==> config.mk <==
export PLATFORM = sky130hd
export DESIGN_NAME = uart_rx_axis_framer
export DESIGN_NICKNAME = d
export VERILOG_FILES = /design/src/rtl/uart_axis_pkg.sv /design/src/rtl/uart_rx_sync.sv /design/src/rtl/uart_rx_axis_framer.sv
export SDC_FILE = /design/constraint.sdc
export NUM_CORES = 1
export LEC_CHECK = 0
export ABC_CLOCK_PERIOD_IN_PS = 2100
export BUFFER_PORTS_ARGS = -buffer_cell sky130_fd_sc_hd__buf_2
export CORE_UTILIZATION = 55
export CTS_BUF_LIST = sky130_fd_sc_hd__clkbuf_8
export CTS_CLUSTER_DIAMETER = 80
export DETAILED_ROUTE_END_ITERATION = 16
export PLACE_DENSITY_LB_ADDON = 0.15
export SLEW_MARGIN = 20
export SYNTH_ARGS = -nofsm -noshare
export SYNTH_HDL_FRONTEND = slang
export SYNTH_SLANG_ARGS = --single-unit
==> constraint.sdc <==
create_clock -name clk -period 2.1 [get_ports clk]
set_input_delay 0.105 -clock clk [delete_from_list [all_inputs] [get_ports clk]]
set_output_delay 0.105 -clock clk [all_outputs]
set_load 0.005 [all_outputs]
==> src/rtl/uart_axis_pkg.sv <==
// Shared types and defaults for the AXIS-UART receive and transmit paths.
package uart_axis_pkg;

  localparam int unsigned DEF_DATA_BITS    = 8;
  localparam int unsigned DEF_CLKS_PER_BIT = 16;
  localparam int unsigned DEF_IDLE_BITS    = 4;

  typedef enum logic [2:0] {
    ST_IDLE,
    ST_START,
    ST_DATA,
    ST_PARITY,
    ST_STOP,
    ST_BREAK
  } rx_state_e;

  // Width of the intra-bit cycle counter.
  function automatic int unsigned bit_cnt_width(input int unsigned clks_per_bit);
    return (clks_per_bit < 2) ? 1 : $clog2(clks_per_bit);
  endfunction

endpackage

==> src/rtl/uart_rx_sync.sv <==
// Two-flop synchroniser for the asynchronous serial line; resets to idle (1).
module uart_rx_sync (
  input  logic clk,
  input  logic rst_n,
  input  logic d,
  output logic q
);

  logic meta;

  // Capture and re-time the line.
  always_ff @(posedge clk or negedge rst_n) begin
    if (!rst_n) begin
      meta <= 1'b1;
      q    <= 1'b1;
    end else begin
      meta <= d;
      q    <= meta;
    end
  end

endmodule

==> src/rtl/uart_rx_axis_framer.sv <==
// UART receiver feeding an AXI-Stream master; tlast closes a packet after an
// idle line. Optional even parity is enabled by defining UART_RX_PARITY_EN.
module uart_rx_axis_framer
  import uart_axis_pkg::*;
#(
  parameter int unsigned DATA_BITS    = DEF_DATA_BITS,
  parameter int unsigned CLKS_PER_BIT = DEF_CLKS_PER_BIT,
  parameter int unsigned IDLE_BITS    = DEF_IDLE_BITS
) (
  input  logic                 clk,
  input  logic                 rst_n,
  input  logic                 uart_rx,
  output logic [DATA_BITS-1:0] m_axis_tdata,
  output logic                 m_axis_tvalid,
  input  logic                 m_axis_tready,
  output logic                 m_axis_tlast,
  output logic                 frame_err,
  output logic                 overrun,
  output logic                 parity_err
);

  localparam int unsigned CNT_W    = bit_cnt_width(CLKS_PER_BIT);
  localparam int unsigned BIT_W    = $clog2(DATA_BITS + 1);
  localparam int unsigned IDLE_LIM = IDLE_BITS * CLKS_PER_BIT;
  localparam int unsigned IDLE_W   = $clog2(IDLE_LIM + 1);

  localparam logic [CNT_W-1:0]  HALF_M1  = CNT_W'(CLKS_PER_BIT / 2 - 1);
  localparam logic [CNT_W-1:0]  FULL_M1  = CNT_W'(CLKS_PER_BIT - 1);
  localparam logic [BIT_W-1:0]  LAST_BIT = BIT_W'(DATA_BITS - 1);
  localparam logic [IDLE_W-1:0] IDLE_M1  = IDLE_W'(IDLE_LIM - 1);

  logic                 rxs;
  rx_state_e            state, state_nxt;
  logic [CNT_W-1:0]     cnt, cnt_nxt;
  logic [BIT_W-1:0]     bit_cnt, bit_nxt;
  logic [DATA_BITS-1:0] shreg, shreg_nxt;
  logic [IDLE_W-1:0]    idle_cnt;
  logic [DATA_BITS-1:0] pend_data;
  logic                 pend_valid;
  logic                 stop_smp_c;
  logic                 byte_ok_c;
  logic                 start_entry_c;
  logic                 idle_done_c;
  logic                 out_free_c;

  uart_rx_sync u_sync (
    .clk   (clk),
    .rst_n (rst_n),
    .d     (uart_rx),
    .q     (rxs)
  );

  // Receiver state and bit-timing registers.
  always_ff @(posedge clk or negedge rst_n) begin
    if (!rst_n) begin
      state   <= ST_IDLE;
      cnt     <= '0;
      bit_cnt <= '0;
      shreg   <= '0;
    end else begin
      state   <= state_nxt;
      cnt     <= cnt_nxt;
      bit_cnt <= bit_nxt;
      shreg   <= shreg_nxt;
    end
  end

  // Frame sequencing: mid-bit sampling, LSB first.
  always_comb begin
    state_nxt  = state;
    cnt_nxt    = cnt + CNT_W'(1);
    bit_nxt    = bit_cnt;
    shreg_nxt  = shreg;
    stop_smp_c = 1'b0;
    case (state)
      ST_IDLE: begin
        cnt_nxt = '0;
        bit_nxt = '0;
        if (!rxs) state_nxt = ST_START;
      end
      ST_START: begin
        if (cnt == HALF_M1) begin
          cnt_nxt   = '0;
          state_nxt = rxs ? ST_IDLE : ST_DATA;
        end
      end
      ST_DATA: begin
        if (cnt == FULL_M1) begin
          cnt_nxt   = '0;
          shreg_nxt = {rxs, shreg[DATA_BITS-1:1]};
          bit_nxt   = bit_cnt + BIT_W'(1);
          if (bit_cnt == LAST_BIT) begin
`ifdef UART_RX_PARITY_EN
            state_nxt = ST_PARITY;
`else
            state_nxt = ST_STOP;
`endif
          end
        end
      end
`ifdef UART_RX_PARITY_EN
      ST_PARITY: begin
        if (cnt == FULL_M1) begin
          cnt_nxt   = '0;
          state_nxt = ST_STOP;
        end
      end
`endif
      ST_STOP: begin
        if (cnt == FULL_M1) begin
          cnt_nxt    = '0;
          stop_smp_c = 1'b1;
          state_nxt  = rxs ? ST_IDLE : ST_BREAK;
        end
      end
      ST_BREAK: begin
        cnt_nxt = '0;
        if (rxs) state_nxt = ST_IDLE;
      end
      default: begin
        cnt_nxt   = '0;
        state_nxt = ST_IDLE;
      end
    endcase
  end

`ifdef UART_RX_PARITY_EN
  logic par_bit;
  logic par_bad_c;

  assign par_bad_c = ^{shreg, par_bit};
  assign byte_ok_c = stop_smp_c && rxs && !par_bad_c;

  // Capture the parity bit and flag a mismatch (framing error wins).
  always_ff @(posedge clk or negedge rst_n) begin
    if (!rst_n) begin
      par_bit    <= 1'b0;
      parity_err <= 1'b0;
    end else begin
      if (state == ST_PARITY && cnt == FULL_M1) par_bit <= rxs;
      parity_err <= stop_smp_c && rxs && par_bad_c;
    end
  end
`else
  assign byte_ok_c  = stop_smp_c && rxs;
  assign parity_err = 1'b0;
`endif

  assign start_entry_c = (state == ST_IDLE) && !rxs;
  assign idle_done_c   = (state == ST_IDLE) && pend_valid && (idle_cnt == IDLE_M1);
  assign out_free_c    = !m_axis_tvalid || m_axis_tready;

  // Line-idle timer for packet closure; saturates while the output is busy.
  always_ff @(posedge clk or negedge rst_n) begin
    if (!rst_n) begin
      idle_cnt <= '0;
    end else if (start_entry_c || byte_ok_c) begin
      idle_cnt <= '0;
    end else if (state == ST_IDLE && pend_valid && idle_cnt != IDLE_M1) begin
      idle_cnt <= idle_cnt + IDLE_W'(1);
    end
  end

  // Pending/output buffering, AXIS handshake and error pulses.
  always_ff @(posedge clk or negedge rst_n) begin
    if (!rst_n) begin
      pend_data     <= '0;
      pend_valid    <= 1'b0;
      m_axis_tdata  <= '0;
      m_axis_tvalid <= 1'b0;
      m_axis_tlast  <= 1'b0;
      frame_err     <= 1'b0;
      overrun       <= 1'b0;
    end else begin
      frame_err <= stop_smp_c && !rxs;
      overrun   <= 1'b0;
      if (m_axis_tvalid && m_axis_tready) m_axis_tvalid <= 1'b0;
      if (byte_ok_c) begin
        if (!pend_valid) begin
          pend_data  <= shreg;
          pend_valid <= 1'b1;
        end else if (out_free_c) begin
          m_axis_tdata  <= pend_data;
          m_axis_tlast  <= 1'b0;
          m_axis_tvalid <= 1'b1;
          pend_data     <= shreg;
        end else begin
          overrun <= 1'b1;
        end
      end else if (idle_done_c && out_free_c) begin
        m_axis_tdata  <= pend_data;
        m_axis_tlast  <= 1'b1;
        m_axis_tvalid <= 1'b1;
        pend_valid    <= 1'b0;
      end
    end
  end

endmodule

* Word-level counts from Yosys, hierarchy flattened
Index checks and enable logic that the tools add are counted.
** Word-level totals
- Register bits after elaboration :: 49
- Input bits :: 4
- Output and inout port bits :: 13
** Operators by class
- Add/sub/neg operators :: 3
- Equal/unequal tests :: 18
- Mux-type cells :: 38
- Reduce and logical (&&, ||, !) cells :: 22
** Operators by type and width (count)
- $mux 8 :: 6
- $mux 3 :: 7
- $mux 1 :: 16
- $pmux 4 s2 :: 2
- $pmux 3 s5 :: 1
- $mux 7 :: 2
- $mux 4 :: 3
- $ne 2x2->1 const B :: 6
- $add 4x1->4 const B :: 2
- $eq 4x3->1 const B :: 2
- $logic_and 1x1->1 :: 8
- $add 7x1->7 const B :: 1
- $eq 7x6->1 const B :: 1
- $ne 7x6->1 const B :: 1
- $eq 3x3->1 const B :: 2
- $ne 2x1->1 const B :: 3
- $reduce_and 2->1 :: 3
- $reduce_and 6->1 :: 1
- $reduce_bool 2->1 :: 3
- $eq 4x4->1 const B :: 1
- $eq 3x1->1 const B :: 1
- $eq 3x2->1 const B :: 1
- $logic_not 3->1 :: 1
- $reduce_and 3->1 :: 1
- 4 further kinds :: 6

* Depth between registers and ports, before layout
Gate-level depths: netlist of the first run.
- Depth after elaboration :: 6
- Mapped depth :: 7
- Mapped depth without buffers :: 5

* Hierarchy
From an unflattened synthesis of the first run, not the netlist that was laid out.
** Second synthesis, totals
- Cell total of the unflattened synthesis :: 177
- Area total of the unflattened synthesis :: 2148.3 um^2
** Modules (own cells, without submodules)
- uart_rx_axis_framer :: times used 1, cells an instance 175, area an instance 2095.8 um^2, sequential area each 1176.1 um^2
- uart_rx_sync :: times used 1, cells an instance 2, area an instance 52.6 um^2, sequential area each 52.6 um^2

* Least setup slack after synthesis of the first run
OpenSTA, ideal clock, no wires.
- Kind :: flip-flop to flip-flop
- Start :: register state[1]
- End :: register m_axis_tdata[0]
- Arrival :: 2.000 ns
- Data required time :: 1.975 ns
- Setup slack :: -0.025 ns
- Cell stages (with the launch flop) :: 5
- Clock period less this slack :: 2.125 ns
- Cells stage by stage :: dfrtp_1 or3_4 or3_4 a211oi_4 mux2_2
** On the way
- Word-level cells in the longest chain between the ends :: 6
- Elaborated cells between the ends (all ways) :: 12
- Classes of those cells :: 3 x eq/ne; 2 x mux; 7 x reduce/logical
** RTL lines
- from (decl) :: line uart_rx_axis_framer.sv:33 : rx_state_e state, state_nxt;
- from (signal assigned) :: line uart_rx_axis_framer.sv:61 : state <= state_nxt;
- branches (longest 6 deep; another with $eq 3x3->1)
- to (signal assigned) :: line uart_rx_axis_framer.sv:183 : m_axis_tdata <= pend_data;
- to (signal assigned) :: line uart_rx_axis_framer.sv:191 : m_axis_tdata <= pend_data;
- to (decl) :: line uart_rx_axis_framer.sv:13 : output logic [DATA_BITS-1:0] m_axis_tdata,
Parallel ways; which one is timed is not known.
A chain may end at the register's enable or synchronous reset.

* Final worst setup path of the first run
- Start :: register state[1]
- End :: register m_axis_tdata[6]
The elaborated chain is that of the path after synthesis.

==> results.cfg, run 1 <==
[logic_synthesis]
synth_edf_count = 0
synth.avg_cell_area_um2 = 12.12
synth_cell_types = 41
synth.most_common_cell = dfrtp_1
synth_common_cells = dfrtp_1, mux2_2, nor2_1
ys_ff_latch = 49
synth_top_area_cell = dfrtp_1
ys_warn_count = 0
synthesis.area_mm2 = 0.002181
synth_top_area_frac = 0.5393
synth_area_leaders = dfrtp_1, mux2_2, dfstp_2
ys_async_sr_fraction = 1.000
postSynthCellCount = 180
ys_seq_area_frac = 0.5634
synth_ff_type = dfrtp_1
syn_nets = 187

[sta]
finClkSkew_ns = 0.007719
report.final.slew_viol_count = 0
setup_violations = 0
finalHoldViolations = 0
fmax_mhz = 481.4
period_needed_ns = 2.077
post-route-period-util = 0.9893
rsz0062_at_grt = yes

[route]
drt_iter0_drc = 74
vias = 1420
antenna_left = 0
drcViolationCount = 0
wire_per_inst_um = 15.24
via_per_inst = 5.504
routed_wl_um = 3933
firstDrtPassIters = 4

[die]
die_y_um = 64.97
start_util = 0.5826
num_io_pins = 17
coreArea_mm2 = 0.003744
die-area_mm2 = 0.004221
die_w_um = 64.97
rows = 22

[worst_setup_path]
worstPathMaxFanout = 9
crit_path_end_kind = register
start_kind = register
crit_type = reg -> reg
cp.required_ns = 2.28
crit_arrival_ns = 2.26

[power_and_ir_drop]
ir_drop_mv = 0.5659
p_leak_nw = 1.253
power_density_mw_per_mm2 = 994.7
p_total_mw = 2.518

[grt]
grt_overflow = 0
grt_pass1_wl_um = 6803
grt_pass1_vias = 1478
grt_util_all_layers = 0.2180
grt_max_degree = 32
grt_antenna_before_repair = 0

[finish]
regArea_mm2 = 0.001229
finalNetCount = 216
fill_cells = 299
multi_input_area_um2 = 920.9
layout-drive-gt1-share = 0.3333
instances_no_fill = 258
num_antenna_cells = 0
syn2layout_area_growth_pct = 16.06

[placement]
gp_congestion = 0.8392
dp_hpwl_um = 2828
placedCellCount = 248
io_buffers = 15

[clocking]
clock_latency_ns = 0.30
clk_path_buf_depth = 2
path_clk_slew_ns = 0.08
clock_sink_count = 49
cts-htree-levels = 2
cts_tree = done
numCtsBuffers = 5
cts_root_buf = clkbuf_8

[status]
status = complete, no violations

[flow_run]
maxCapViolCount = 0

[min_path]
min_path_type = in -> reg
-- per-stage QoR --
stage	util	TNS (ns)	hold WS [ns]	area [µm²]	setup WS, ns
6_report	0.6761	0	0.1529	2531	0.02253
3_5_place_dp	0.6370	0	0.06902	2385	0.04195
3_3_place_gp	0.6370	0	0.06373	2385	0.09009
5_1_grt	0.6761	-0.03487	0.1630	2531	-0.01116
4_1_cts	0.6745	0	0.1441	2525	0.03306
2_1_floorplan	-	0	-0.1906	2181	0.002357
-- layer usage --
metal	vias up	routed length, µm	track usage
met5	-	0	0
met4	0	31	0.07500
met3	4	121	0.05458
met2	24	1938	0.3568
met1	702	1842	0.2808
li1	690	-	-
-- where the power goes --
group / internal (mW) / switching (mW)
sequential: 1.03 / 0.0641
clock: 0.387 / 0.304
combinational: 0.328 / 0.404
total: 1.75 / 0.772
-- worst max-delay path, cell delays in order (launching register included) --
cell and delay, ns:
dfrtp_1 0.38, or3_4 0.40, or3_4 0.42, a211oi_4 0.25
buf_12 0.16, mux2_2 0.34
-- repair_timing --
action | 4_1_cts | 5_1_grt
setup buffers | 0 | 0
gates resized for setup | 0 | 1
hold buffers | 2 | 0
setup endpoints to repair | 0 | 9
endpoints found under the hold margin | 17 | 0
-- registers in the layout, summed over array words and instances, names as in the netlist, 3 cells and up --
name / count
bit_cnt: 4
cnt: 4
idle_cnt: 7
m_axis_tdata: 8
pend_data: 8
shreg: 8
state: 3
-- cells in the final DEF (no fill, tap or decap), types with 2 or more instances in the layout --
cell,instances
dfrtp_1,47
mux2_2,25
buf_2,15
nor2_1,14
buf_4,10
nand3_1,8
nand2_1,8
o21ai_0,6
clkbuf_8,6
xor2_1,5
and3_1,4
xnor2_1,4
nor2b_1,4
nand2b_1,4
a21oi_1,4
nor3_1,4
inv_1,3
o211ai_1,3
ha_1,3
or3b_2,2
o32ai_1,2
or3_4,2
mux2i_1,2
dlygate4sd3_1,2
dfstp_2,2
-- final cells by class --
| type | instances | share of cell area |
|---|---|---|
| Sequential cell | 49 | 0.4854 |
| Multi-Input combinational cell | 122 | 0.3638 |
| Timing Repair Buffer | 28 | 0.07514 |
| Clock buffer | 6 | 0.03262 |
| Tap cell | 48 | 0.02373 |
| Clock inverter | 2 | 0.01483 |
| Inverter | 3 | 0.004449 |
-- path summary, 6_finish.rpt --
kind	end	slack, ns	start	depth (start not counted)
worst max-delay path	m_axis_tdata[6]$_DFFE_PN0P_	0.02	state[1]$_DFFE_PN0P_	5
worst min-delay path	overrun$_DFF_PN0_	0.15	m_axis_tready	4
worst max register to register	m_axis_tdata[6]$_DFFE_PN0P_	0.02	state[1]$_DFFE_PN0P_	5
worst min register to register	u_sync.q$_DFF_PN1_	0.36	u_sync.meta$_DFF_PN1_	0
max in group asynchronous	m_axis_tdata[2]$_DFFE_PN0P_	1.10	rst_n	3
min in group asynchronous	bit_cnt[1]$_DFFE_PN0P_	0.27	rst_n	2
-- kinds of logic (layout without fill, tap and decap cells) --
logic type | count (synthesis) | after routing | synth area share
multiplexers | 27 | 27 | 0.1383
adder cells (fa/ha/maj) | 3 | 3 | 0.01721
buffers and inverters | 9 | 39 | 0.01721
flip-flops | 49 | 49 | 0.5634
AND/OR/NAND/NOR | 60 | 60 | 0.1538
XOR/XNOR | 9 | 9 | 0.03614
AO/OA/AOI/OAI | 22 | 22 | 0.07230
other | 1 | 1 | 0.001720
(Power assumes the default switching activity.)
==> inputs of run 2 (changes only) <==
--- a/config.mk
+++ b/config.mk
@@ -5,9 +5,10 @@
 export SDC_FILE = /design/constraint.sdc
 export NUM_CORES = 1
 export LEC_CHECK = 0
+export ABC_AREA = 1
 export ABC_CLOCK_PERIOD_IN_PS = 2100
 export BUFFER_PORTS_ARGS = -buffer_cell sky130_fd_sc_hd__buf_2
-export CORE_UTILIZATION = 55
+export CORE_UTILIZATION = 56
 export CTS_BUF_LIST = sky130_fd_sc_hd__clkbuf_8
 export CTS_CLUSTER_DIAMETER = 80
 export DETAILED_ROUTE_END_ITERATION = 16
==> run 2 against run 1 <==
  * Non-clock buffer count decreased by 9
  * Synthesized area rose by 7.5%
  * Fmax grew 24%
  * Clock power is 20% lower
  * Final cell count rose by 23%
  * Combinational power down 3.1%
  * Wire length fell by 2.0%
  * Core utilization decreased by 3.6 points
  * Power decreased by 5.0%
  * Register-to-register slack better by 0.41 ns
  * Largest power group unchanged
==> results.cfg, run 2 <==
[clocking]
path_clk_slew_ns = 0.09
cts_tree = done
clock_latency_ns = 0.30
cts_root_buf = clkbuf_8
clk_path_buf_depth = 2
postCtsSetupRepairBufs = 0
numCtsBuffers = 5
cts-htree-levels = 2
clock_sink_count = 49

[logic_synthesis]
synth_common_cells = nand2_1, dfrtp_1, nand3_1
ys_seq_area_frac = 0.5243
ys_warn_count = 0
synth.avg_cell_area_um2 = 9.488
ys_async_sr_fraction = 1.000
synth_ff_type = dfrtp_1
synth_area_leaders = dfrtp_1, nand2_1, nand3_1
synth_edf_count = 0
synth_top_area_cell = dfrtp_1
ys_ff_latch = 49
synth.most_common_cell = nand2_1
syn_nets = 254
synthesis.area_mm2 = 0.002343
synth_cell_types = 32
synth_top_area_frac = 0.5019
postSynthCellCount = 247

[finish]
syn2layout_area_growth_pct = 9.290
finalNetCount = 274
layout_common_cells = nand2_1, dfrtp_1, nand3_1, inv_1, nor2_1
largestRegisters = m_axis_tdata x8, pend_data x8, shreg x8
fill_cells = 333
stdcell_area_mm2 = 0.002561
layout_commonest_cell = nand2_1
layout-drive-gt1-share = 0.2276
multi_input_area_um2 = 978.4
regArea_mm2 = 0.001229
num_antenna_cells = 0

[min_path]
worstHoldEndpoint = overrun$_DFF_PN0_
min_path_type = in -> reg
min_path_cells = 4
hold_start = m_axis_tready

[status]
status = complete, no violations

[grt]
grt_max_degree = 38
grt_overflow = 0
grt_util_all_layers = 0.2021
grt_pass1_wl_um = 6651
grt_antenna_before_repair = 0
grt_pass1_vias = 1538

[route]
via_per_inst = 5.082
antenna_left = 0
drt_iter0_drc = 147
wire_per_inst_um = 12.12
drcViolationCount = 0
routed_wl_um = 3855
vias = 1616
firstDrtPassIters = 4

[die]
num_io_pins = 17
die_y_um = 66.69
coreArea_mm2 = 0.004000
start_util = 0.5859
die-area_mm2 = 0.004448
die_w_um = 66.69
rows = 23

[placement]
dpl-instance-area_mm2 = 0.002450
gp_congestion = 0.8073
place_ws_ns = 0.4313
io_buffers = 15
dp_hpwl_um = 2778

[sta]
post-route-period-util = 0.7962
finClkSkew_ns = 0.009493
timing.hold.ws_ns = 0.1714
fmax_mhz = 598.1
finalSetupTns_ns = 0
setup_violations = 0
finalHoldViolations = 0
period_needed_ns = 1.672
tightest_slew_ns = 0.8069
rsz0062_at_grt = no
slew_headroom = 0.4621
report.final.slew_viol_count = 0
fin_ws_ns = 0.4280

[worst_setup_path]
crit_arrival_ns = 1.87
crit_type = reg -> reg
rr_startpoint = cnt[0]$_DFF_PN0_
r2r_end = bit_cnt[2]$_DFFE_PN0P_
start_kind = register
r2r_cells = 9
crit_path_end_kind = register
worstPathMaxFanout = 23
r2r_slack_ns = 0.43
cp.required_ns = 2.29

[power_and_ir_drop]
p_total_mw = 2.392
p_leak_nw = 1.343
power_density_mw_per_mm2 = 933.8
ir_drop_mv = 0.7566

[flow_run]
maxCapViolCount = 0
-- run 2: changes by cell type after synthesis, sizes merged, moves of 11 or more --
| cell | previous run | this run |
|---|---|---|
| inv | 3 | 24 |
| nand2 | 8 | 71 |
| mux2 | 25 | 0 |
| nor2 | 14 | 25 |
| nand3 | 8 | 31 |
| o21ai | 6 | 20 |
-- run 2: worst max-delay path by stage --
stage	start	endpoint	cells after the start
floorplan	cnt[0]$_DFF_PN0_	m_axis_tlast$_DFFE_PN0P_	10
global placement	cnt[0]$_DFF_PN0_	bit_cnt[2]$_DFFE_PN0P_	9
detailed placement	cnt[0]$_DFF_PN0_	bit_cnt[2]$_DFFE_PN0P_	9
CTS	cnt[0]$_DFF_PN0_	bit_cnt[2]$_DFFE_PN0P_	9
global route	cnt[0]$_DFF_PN0_	bit_cnt[2]$_DFFE_PN0P_	9
finish	cnt[0]$_DFF_PN0_	bit_cnt[2]$_DFFE_PN0P_	9
-- run 2: power breakdown --
group	internal [mW]	leakage, nW	total, mW	switching, mW
clock network	0.237	0.0481	0.554	0.318
registers	1.03	0.661	1.13	0.0990
logic	0.244	0.633	0.709	0.465
-- run 2: through the flow --
stage | util | cells
global placement | 0.6124 | 308
global route | 0.6403 | 318
finish | 0.6403 | 318
CTS | 0.6403 | 318
floorplan | - | 247
detailed placement | 0.6124 | 308
-- run 2: cell families after synthesis --
| kind of cell | synth area share |
|---|---|
| simple gates | 0.3086 |
| flops | 0.5243 |
| buf+inv | 0.05819 |
| xor+xnor | 0.01869 |
| fa+ha+maj | 0.01602 |
| compound gates | 0.07261 |
| other cells | 0.001600 |
-- run 2: final cells by class --
| class | count | share of cell area |
|---|---|---|
| repair buffers | 19 | 0.04299 |
| clock inverters | 3 | 0.008793 |
| inverters | 24 | 0.03517 |
| flip-flops and latches | 49 | 0.4797 |
| clock buffers | 5 | 0.02687 |
| multi-input cells | 168 | 0.3820 |
| well taps | 50 | 0.02443 |
-- run 2: worst max-delay path, stage by stage, from the launching register on --
cell and delay [ns]:
dfrtp_1 0.40, ha_1 0.21, nand2_1 0.08, inv_1 0.06, nand2_2 0.17, inv_1 0.09, nand2_2 0.27, nand2_1 0.09
a21oi_1 0.14, nor2_1 0.06
-- run 2: timing repair --
action / 4_1_cts / 5_1_grt
gates resized for setup: 0 / 0
hold buffers: 2 / 0
endpoints found under the hold margin: 34 / 0
-- run 2: metal layers --
layer / global-route usage / routed length, µm / up-vias
met4: 0.09840 / 100 / 0
met1: 0.2458 / 1789 / 753
met3: 0.05137 / 115 / 10
li1: - / - / 827
met2: 0.3308 / 1850 / 26
met5: 0 / 0 / -
==> inputs of run 3 (changes only) <==
--- a/config.mk
+++ b/config.mk
@@ -6,9 +6,9 @@
 export NUM_CORES = 1
 export LEC_CHECK = 0
 export ABC_AREA = 1
-export ABC_CLOCK_PERIOD_IN_PS = 2100
+export ABC_CLOCK_PERIOD_IN_PS = 1590
 export BUFFER_PORTS_ARGS = -buffer_cell sky130_fd_sc_hd__buf_2
-export CORE_UTILIZATION = 56
+export CORE_UTILIZATION = 62
 export CTS_BUF_LIST = sky130_fd_sc_hd__clkbuf_8
 export CTS_CLUSTER_DIAMETER = 80
 export DETAILED_ROUTE_END_ITERATION = 16
==> constraint.sdc (replaced) <==
create_clock -name clk -period 1.59 [get_ports clk]
set_input_delay 0.0795 -clock clk [delete_from_list [all_inputs] [get_ports clk]]
set_output_delay 0.0795 -clock clk [all_outputs]
set_load 0.005 [all_outputs]
==> run 3 against run 2 <==
  * Hold slack got worse by 0.024 ns
  * Clock-buffer cell count unchanged
  * Sequential share of layout area decreased by 1.9 points
  * Clock skew decreased by 0.0019 ns
  * Register-to-register slack got worse by 0.42 ns
  * Via count increased by 2.8%
  * Flip-flop and latch count unchanged
  * Global-route usage increased by 1.3 points
  * Combinational power increased by 37%
  * Setup slack got worse by 0.42 ns
  * Die area decreased by 9.4%
  * Largest power group unchanged
==> results.cfg, run 3 (same netlist as run 2, synthesis figures left out) <==
[status]
status = complete, no violations

[grt]
grt_max_degree = 50
grt_antenna_before_repair = 0
globalRouteMet2Util = 0.3378
grt_pass1_wl_um = 6679
grt_pass1_vias = 1510
grt_util_all_layers = 0.2155
gr-usage-met3 = 0.05435
grt.met1_usage = 0.2818
grt_overflow = 0
grt-busiest-layer = met2

[power_and_ir_drop]
p_int_mw = 2.030
p_sw_mw = 1.173
comb_power_share = 0.304
ir_drop_mv = 0.7944
p_sw_frac = 0.3661
power_density_mw_per_mm2 = 1202
seqPwrFrac = 0.466
clkPwrFrac = 0.230
p_leak_nw = 1.404

[finish]
fill_cells = 244
syn2layout_area_growth_pct = 13.72
largestRegisters = m_axis_tdata x8, pend_data x8, shreg x8
layout_common_cells = nand2_1, dfrtp_1, nand3_1, inv_1, nor2_1
instances_no_fill = 321
num_antenna_cells = 0
layout-drive-gt1-share = 0.2655
finalNetCount = 281
post-route-util = 0.7684
layout_commonest_cell = nand2_1

[die]
coreArea_mm2 = 0.003468
start_util = 0.6757
die-area_mm2 = 0.004030
die_y_um = 63.48
die_w_um = 63.48
num_io_pins = 17
rows = 21

[clocking]
clock_latency_ns = 0.31
cts_tree = done
clock_sink_count = 49
numCtsBuffers = 5
path_clk_slew_ns = 0.09
cts-htree-levels = 2
cts_root_buf = clkbuf_8
clk_path_buf_depth = 2

[route]
via_per_inst = 5.174
vias = 1661
antenna_left = 0
wire_per_inst_um = 12.40
drcViolationCount = 0
firstDrtPassIters = 4
drt_iter0_drc = 160
routed_wl_um = 3980

[sta]
finClkSkew_ns = 0.007641
report.final.slew_viol_count = 0
finalHoldViolations = 0
tightest_slew_ns = 0.6025
fmax_mhz = 631.7
post-route-period-util = 0.9957
setup_violations = 0
slew_headroom = 0.5983
period_needed_ns = 1.583
timing.hold.ws_ns = 0.1469
rsz0062_at_grt = yes

[worst_setup_path]
r2r_cells = 10
r2r_end = m_axis_tdata[7]$_DFFE_PN0P_
crit_arrival_ns = 1.83
crit_path_end_kind = register
crit_chain = ha_2, nand2_2, inv_2, nand2_4, nor2_8, nand2_4, buf_12, nand2_4, nand3_1, nand2_1
cp_common_cell = nand2_4
slowest_delay_ns = 0.39
crit_slowest_cell = dfrtp_1
cp.required_ns = 1.84
rr_startpoint = cnt[0]$_DFF_PN0_
worstPathMaxFanout = 5
r2r_slack_ns = 0.007
crit_type = reg -> reg
start_kind = register

[flow_run]
maxCapViolCount = 0

[min_path]
min_path_type = in -> reg
min_path_cells = 4
hold_start = m_axis_tready
worstHoldEndpoint = overrun$_DFF_PN0_

[placement]
placedCellCount = 304
io_buffers = 15
gp_congestion = 0.8281
dp_hpwl_um = 2657
==> run 3: cell count changes in the layout (fill, tap and decap cells not counted), sizes merged <==
cell / previous run / this run
buf: 17 / 23
clkinv: 3 / 1
clkinvlp: 0 / 1
inv: 24 / 25
nand2: 71 / 72
==> run 3: stage by stage <==
step / setup slack [ns] / power, mW / instance area [µm²] / TNS, ns
3_3_place_gp: 0.07150 / 2.406 / 2457 / 0
3_5_place_dp: 0.01126 / 2.444 / 2457 / 0
4_1_cts: 0.01307 / 3.178 / 2567 / 0
5_1_grt: -0.06578 / 3.403 / 2665 / -0.2944
2_1_floorplan: 0.1835 / 2.266 / 2344 / 0
6_report: 0.006884 / 3.203 / 2665 / 0
==> run 3: layer usage <==
layer,wire length (µm),up-vias
met5,0,-
met4,53,0
met3,150,5
met2,1936,31
met1,1840,782
li1,-,843
==> run 3: worst max path at each step <==
stage | to | cells past startpoint | start | slack [ns]
final | m_axis_tdata[7]$_DFFE_PN0P_ | 10 | cnt[0]$_DFF_PN0_ | 0.007
after CTS | idle_cnt[0]$_DFFE_PN0P_ | 8 | cnt[0]$_DFF_PN0_ | 0.01
after global routing | m_axis_tdata[7]$_DFFE_PN0P_ | 10 | cnt[0]$_DFF_PN0_ | -0.07
after global placement | m_axis_tdata[1]$_DFFE_PN0P_ | 10 | cnt[0]$_DFF_PN0_ | 0.07
after detailed placement | m_axis_tlast$_DFFE_PN0P_ | 10 | cnt[0]$_DFF_PN0_ | 0.01
after floorplan | m_axis_tlast$_DFFE_PN0P_ | 10 | cnt[0]$_DFF_PN0_ | 0.18
==> run 3: cell type report <==
| type | count | area, µm² | area share |
|---|---|---|---|
| sequential | 49 | 1229 | 0.4610 |
| multi-input combinational | 169 | 1018 | 0.3822 |
| timing repair buffer | 25 | 180.2 | 0.06761 |
| inverter | 24 | 90.09 | 0.03380 |
| tap | 46 | 57.56 | 0.02160 |
| clock buffer | 5 | 68.82 | 0.02582 |
| clock inverter | 3 | 21.27 | 0.007981 |
==> run 3: what timing repair did <==
action	4_1_cts	5_1_grt
gates resized for setup	0	8
hold endpoints to repair	48	0
pin swaps	1	3
hold buffers	2	0
setup endpoints to repair	1	35
setup buffers	0	6
gates cloned	0	1
==> run 3: worst max-delay path, delay by kind of cell (launching register included) <==
| kind | cells | cell delay [ns] |
|---|---|---|
| AND/OR/NAND/NOR | 7 | 0.71 |
| flip-flops | 1 | 0.39 |
| buffers and inverters | 2 | 0.22 |
| adder cells (fa/ha/maj) | 1 | 0.21 |
==> run 3: power groups by stage <==
stage / Combinational [mW] / Sequential [mW] / Clock, mW
6_report: 0.974 / 1.49 / 0.736
5_1_grt: 1.10 / 1.51 / 0.791
4_1_cts: 0.931 / 1.49 / 0.752
3_5_place_dp: 0.925 / 1.52 / 0
3_3_place_gp: 0.894 / 1.51 / 0
2_1_floorplan: 0.775 / 1.49 / 0
